### src/rtl/pipe_stage_buffer_pkg.sv
// Shared pipeline-register definitions: buffer state encoding and default field widths.
// Reused by the IF/ID, ID/EX, EX/MEM and MEM/WB stage buffers.
package pipe_stage_buffer_pkg;

  localparam int DEFAULT_DATA_W  = 20;
  localparam int DEFAULT_INSTR_W = 20;

  typedef enum logic [1:0] {
    ST_EMPTY = 2'd0,
    ST_HALF  = 2'd1,
    ST_FULL  = 2'd2
  } buf_state_e;

  function automatic logic [1:0] occupancy_of(input buf_state_e st);
    case (st)
      ST_HALF: return 2'd1;
      ST_FULL: return 2'd2;
      default: return 2'd0;
    endcase
  endfunction

endpackage

### src/rtl/pipe_payload_reg.sv
// Width-parameterised enable register with synchronous active-high clear.
// One-cycle latency; holds its value whenever load is low.
module pipe_payload_reg #(
  parameter int W = 41
) (
  input  logic         clock,
  input  logic         reset,
  input  logic         load,
  input  logic [W-1:0] d,
  output logic [W-1:0] q
);

  always_ff @(posedge clock) begin
    if (reset) begin
      q <= '0;
    end else if (load) begin
      q <= d;
    end
  end

endmodule

### src/rtl/pipe_stage_buffer.sv
// Two-entry skid buffer between EX and MEM: main register drives outputs, skid absorbs one extra entry.
// One-cycle latency; in_ready depends only on registered state, so out_ready never combinationally reaches upstream.
module pipe_stage_buffer
  import pipe_stage_buffer_pkg::*;
#(
  parameter int DATA_W  = DEFAULT_DATA_W,
  parameter int INSTR_W = DEFAULT_INSTR_W
) (
  input  logic               clock,
  input  logic               reset,
  input  logic               flush,
  input  logic               in_valid,
  output logic               in_ready,
  input  logic [INSTR_W-1:0] in_instruction,
  input  logic [DATA_W-1:0]  in_alu_result,
  input  logic               in_alu_zero,
  output logic               out_valid,
  input  logic               out_ready,
  output logic [INSTR_W-1:0] out_instruction,
  output logic [DATA_W-1:0]  out_alu_result,
  output logic               out_alu_zero,
  output logic [1:0]         occupancy
);

  localparam int PAY_W = INSTR_W + DATA_W + 1;

  buf_state_e       state_q;
  buf_state_e       state_d;
  logic             accept;
  logic             consume;
  logic             main_load;
  logic             skid_load;
  logic             main_from_skid;
  logic [PAY_W-1:0] in_pay;
  logic [PAY_W-1:0] main_d;
  logic [PAY_W-1:0] main_q;
  logic [PAY_W-1:0] skid_q;

  always_ff @(posedge clock) begin
    if (reset) begin
      state_q <= ST_EMPTY;
    end else begin
      state_q <= state_d;
    end
  end

  assign in_ready  = (state_q != ST_FULL);
  assign out_valid = (state_q != ST_EMPTY);
  assign occupancy = occupancy_of(state_q);
  assign accept    = in_valid & in_ready;
  assign consume   = out_valid & out_ready;

  always_comb begin
    state_d        = state_q;
    main_load      = 1'b0;
    skid_load      = 1'b0;
    main_from_skid = 1'b0;
    if (flush) begin
      // Squash: a same-cycle consume still completes downstream, but nothing new is captured.
      state_d = ST_EMPTY;
    end else begin
      case (state_q)
        ST_EMPTY: begin
          if (accept) begin
            main_load = 1'b1;
            state_d   = ST_HALF;
          end
        end
        ST_HALF: begin
          if (accept && !consume) begin
            skid_load = 1'b1;
            state_d   = ST_FULL;
          end else if (accept && consume) begin
            main_load = 1'b1;
          end else if (consume) begin
            state_d = ST_EMPTY;
          end
        end
        ST_FULL: begin
          if (consume) begin
            main_load      = 1'b1;
            main_from_skid = 1'b1;
            state_d        = ST_HALF;
          end
        end
        default: state_d = ST_EMPTY;
      endcase
    end
  end

  assign in_pay = {in_instruction, in_alu_result, in_alu_zero};
  assign main_d = main_from_skid ? skid_q : in_pay;

  pipe_payload_reg #(.W(PAY_W)) u_main (
    .clock (clock),
    .reset (reset),
    .load  (main_load),
    .d     (main_d),
    .q     (main_q)
  );

  pipe_payload_reg #(.W(PAY_W)) u_skid (
    .clock (clock),
    .reset (reset),
    .load  (skid_load),
    .d     (in_pay),
    .q     (skid_q)
  );

  assign {out_instruction, out_alu_result, out_alu_zero} = main_q;

endmodule

### config.mk
export PLATFORM = sky130hd
export DESIGN_NAME = pipe_stage_buffer
export DESIGN_NICKNAME = d
export VERILOG_FILES = /design/src/rtl/pipe_stage_buffer_pkg.sv /design/src/rtl/pipe_payload_reg.sv /design/src/rtl/pipe_stage_buffer.sv
export SDC_FILE = /design/constraint.sdc
export NUM_CORES = 1
export LEC_CHECK = 0
export BUFFER_PORTS_ARGS = -buffer_cell sky130_fd_sc_hd__buf_2
export CAP_MARGIN = 20
export CORE_ASPECT_RATIO = 1.75
export CORE_MARGIN = 4
export CORE_UTILIZATION = 57
export DETAILED_ROUTE_END_ITERATION = 10
export PLACE_DENSITY = 0.84
export SLEW_MARGIN = 5
export SYNTH_ARGS = -nofsm -noshare
export SYNTH_HDL_FRONTEND = slang
export SYNTH_HIERARCHICAL = 1
export SYNTH_SLANG_ARGS = --single-unit
### constraint.sdc
create_clock -name clock -period 4.03 [get_ports clock]
set_input_delay 0.403 -clock clock [delete_from_list [all_inputs] [get_ports clock]]
set_output_delay 0.403 -clock clock [all_outputs]
set_load 0.01 [all_outputs]
==> impl_metrics.csv <==
group,metric,value,unit
yosys,synth_cell_types,23,
clocking,cts_buffers,9,
place,io_buffers,90,
floorplan,dieArea,0.00785,mm²
yosys,synth_warnings,6,
timing,hold_violations,0,
timing,maxSlewViolCount,0,
routing,drt_wl_total,7.20,mm
place,placed_area,0.00401,mm²
grt,grt_pass1_wl,11.7,mm
critical_path,start_kind,"flip-flop",
yosys,avgSynthCellArea,11.1,µm²
timing,min_period,2.40,ns
critical_path,critPathKind,"flip-flop to flip-flop",
grt,grt_overflow_total,0,
clocking,path_clk_slew,0.08,ns
routing,num_vias,2571,
clocking,cts_tree,"built",
final_layout,drive_above_1_share,0.384,
grt,grtUsageTotal,0.197,
yosys,ys_ff_latch,84,
floorplan,start_util,0.590,
grt,grt_pass1_vias,2624,
critical_path,regToRegSetupSlack,1.63,ns
power_and_ir_drop,irDropWorstVdd,0.250,mV
place,dp.cells,481,
yosys,synth_edf_count,0,
clocking,cts_buffer_depth,2,
floorplan,ioPinCount,91,
worst_hold_path,holdCritPathClass,"input pin to flip-flop",
timing,fmax,417,MHz
final_layout,regArea,0.00168,mm²
final_layout,syn2layout_area_growth,13.9,%
yosys,synth_area_leaders,"dfxtp_1 46%, mux2i_1 22%, mux2_2 12%",
timing,fin_crit_sh,0.595,
yosys,synth_commonest_cells,"84 x dfxtp_1, 82 x mux2i_1, 76 x nor2_1",
timing,rsz0062_at_grt,"false",
critical_path,crit_arrival,2.61,ns
yosys,synthCells,330,
routing,via_per_inst,5.17,
timing,finalSetupTns,0,ns
floorplan,die_width,68.7,µm
place,gp_congestion,0.724,
yosys,async_reset_ff_frac,0,
job,maxCapViolCount,0,
final_layout,n_antenna_cell,0,
yosys,synth_fp_nets,376,
critical_path,timing.rr.start,"state_q[1]",
final_layout,multi_input_area,0.00173,mm²
power_and_ir_drop,power,1610,µW
run_status,status,"finished, final reports clean",
floorplan,rows,38,
clocking,clock_sinks,84,
clocking,postCtsHoldBufs,0,
routing,ant_nets,0,
routing,first_pass_iters,4,
grt,grt_max_degree,51,
final_layout,final_area,0.00419,mm²
timing,fin_hold_ws,0.282,ns
routing,route.detailed.drc,0,
yosys,ys_seq_area_frac,0.457,
clocking,postCtsSetupRepairBufs,0,
clocking,h-tree-depth,3,
critical_path,cp-endpoint,"u_main/q[20]",
floorplan,core_area,0.00623,mm²
yosys,syn_area,0.00368,mm²
routing,wl_per_cell,14.5,µm
critical_path,r2r-end,"u_main/q[20]",
final_layout,fin_cells,497,
timing,setup_violations,0,
yosys,yosys.cell_count.top_type,"dfxtp_1",
final_layout,fillers,518,
yosys,ys.flop_type,"dfxtp_1",
critical_path,worst_setup_path_end_kind,"flip-flop",
clocking,clk_latency,0.34,ns
critical_path,crit_fanout,24,
clocking,cts_root_buffer,"clkbuf_8",
timing,timing.slew.headroom,0.310,
timing,skew,0.00516,ns
yosys,yosysTopAreaCellShare,0.457,
yosys,synth_top_area_cell,"dfxtp_1",
power_and_ir_drop,power_density,385,mW/mm²
floorplan,die_y,114,µm
place,detailed_place_hpwl,4.88,mm
critical_path,startpoint,"state_q[1]",
timing,tightest_slew,1.03,ns
power_and_ir_drop,power.leakage,0.00177,µW
clocking,cts-resized-gates,0,
critical_path,crit_required,4.25,ns
grt,antenna_found_initial,0,
critical_path,reg2reg_depth,6,
final_layout,layout.nets,458,
routing,drtIter0Drc,128,
==> flip-flops by register name, indices dropped and copies added, names as in the netlist <==
| register | flops |
|---|---|
| state_q | 2 |
| u_main/q | 41 |
| u_skid/q | 41 |
==> kinds of logic (layout without fill, tap and decap cells) <==
| logic type | after synthesis | count (layout) | share of synthesized area |
|---|---|---|---|
| flops | 84 | 84 | 0.457 |
| buf+inv | 25 | 112 | 0.0759 |
| compound gates | 4 | 4 | 0.00715 |
| mux | 123 | 123 | 0.349 |
| simple gates | 94 | 94 | 0.111 |
==> per-layer routing <==
layer / global-route usage / vias to the layer above / share of wire
li1: - / 1280 / -
met1: 0.202 / 1238 / 0.38
met2: 0.359 / 49 / 0.57
met3: 0.0540 / 4 / 0.045
met4: 0.0794 / 0 / 0.0085
met5: 0 / - / 0
==> cells in the final DEF (no fill, tap or decap), drive strengths merged, types with 2 or more instances in the layout <==
cell	count
a21oi	2
buf	95
clkbuf	10
clkinv	5
dfxtp	84
mux2	41
mux2i	82
nand2	2
nand2b	2
nor2	82
nor2b	2
==> critical path: stages, from the launching register on <==
cell	delay [ns]
dfxtp_1	0.38
nand2b_1	0.21
a21o_1	0.21
a21oi_4	0.82
buf_4	0.37
mux2i_1	0.21
nor2_1	0.07
==> area by class of cell <==
| cell class | instances | area share |
|---|---|---|
| multi-input combinational | 221 | 0.414 |
| sequential | 84 | 0.402 |
| clock buffer | 10 | 0.0305 |
| clock inverter | 6 | 0.0131 |
| tap | 80 | 0.0239 |
| inverter | 1 | 0.000896 |
| timing repair buffer | 95 | 0.117 |
==> through the flow <==
stage	setup WS [ns]	utilization
after floorplan	2.25	-
after global routing	1.47	0.672
after detailed placement	1.60	0.643
after CTS	1.65	0.672
final	1.63	0.672
after global placement	1.68	0.643
==> worst min-delay path by stage <==
stage / startpoint / to / slack, ns / cells past startpoint
2_1_floorplan: u_skid/q[0] / u_skid/q[0] / 0.45 / 2
3_3_place_gp: u_skid/q[19] / u_skid/q[19] / 0.47 / 2
3_5_place_dp: u_main/q[22] / u_main/q[22] / 0.48 / 2
4_1_cts: out_ready / state_q[1] / 0.26 / 2
5_1_grt: out_ready / state_q[1] / 0.25 / 2
6_report: out_ready / state_q[1] / 0.28 / 2
==> report_power, final <==
| part | switching [µW] | internal, µW |
|---|---|---|
| clock network | 278 | 281 |
| registers | 15.2 | 858 |
| logic | 92.3 | 87.5 |
| total | 385 | 1230 |
(Power assumes the default switching activity.)
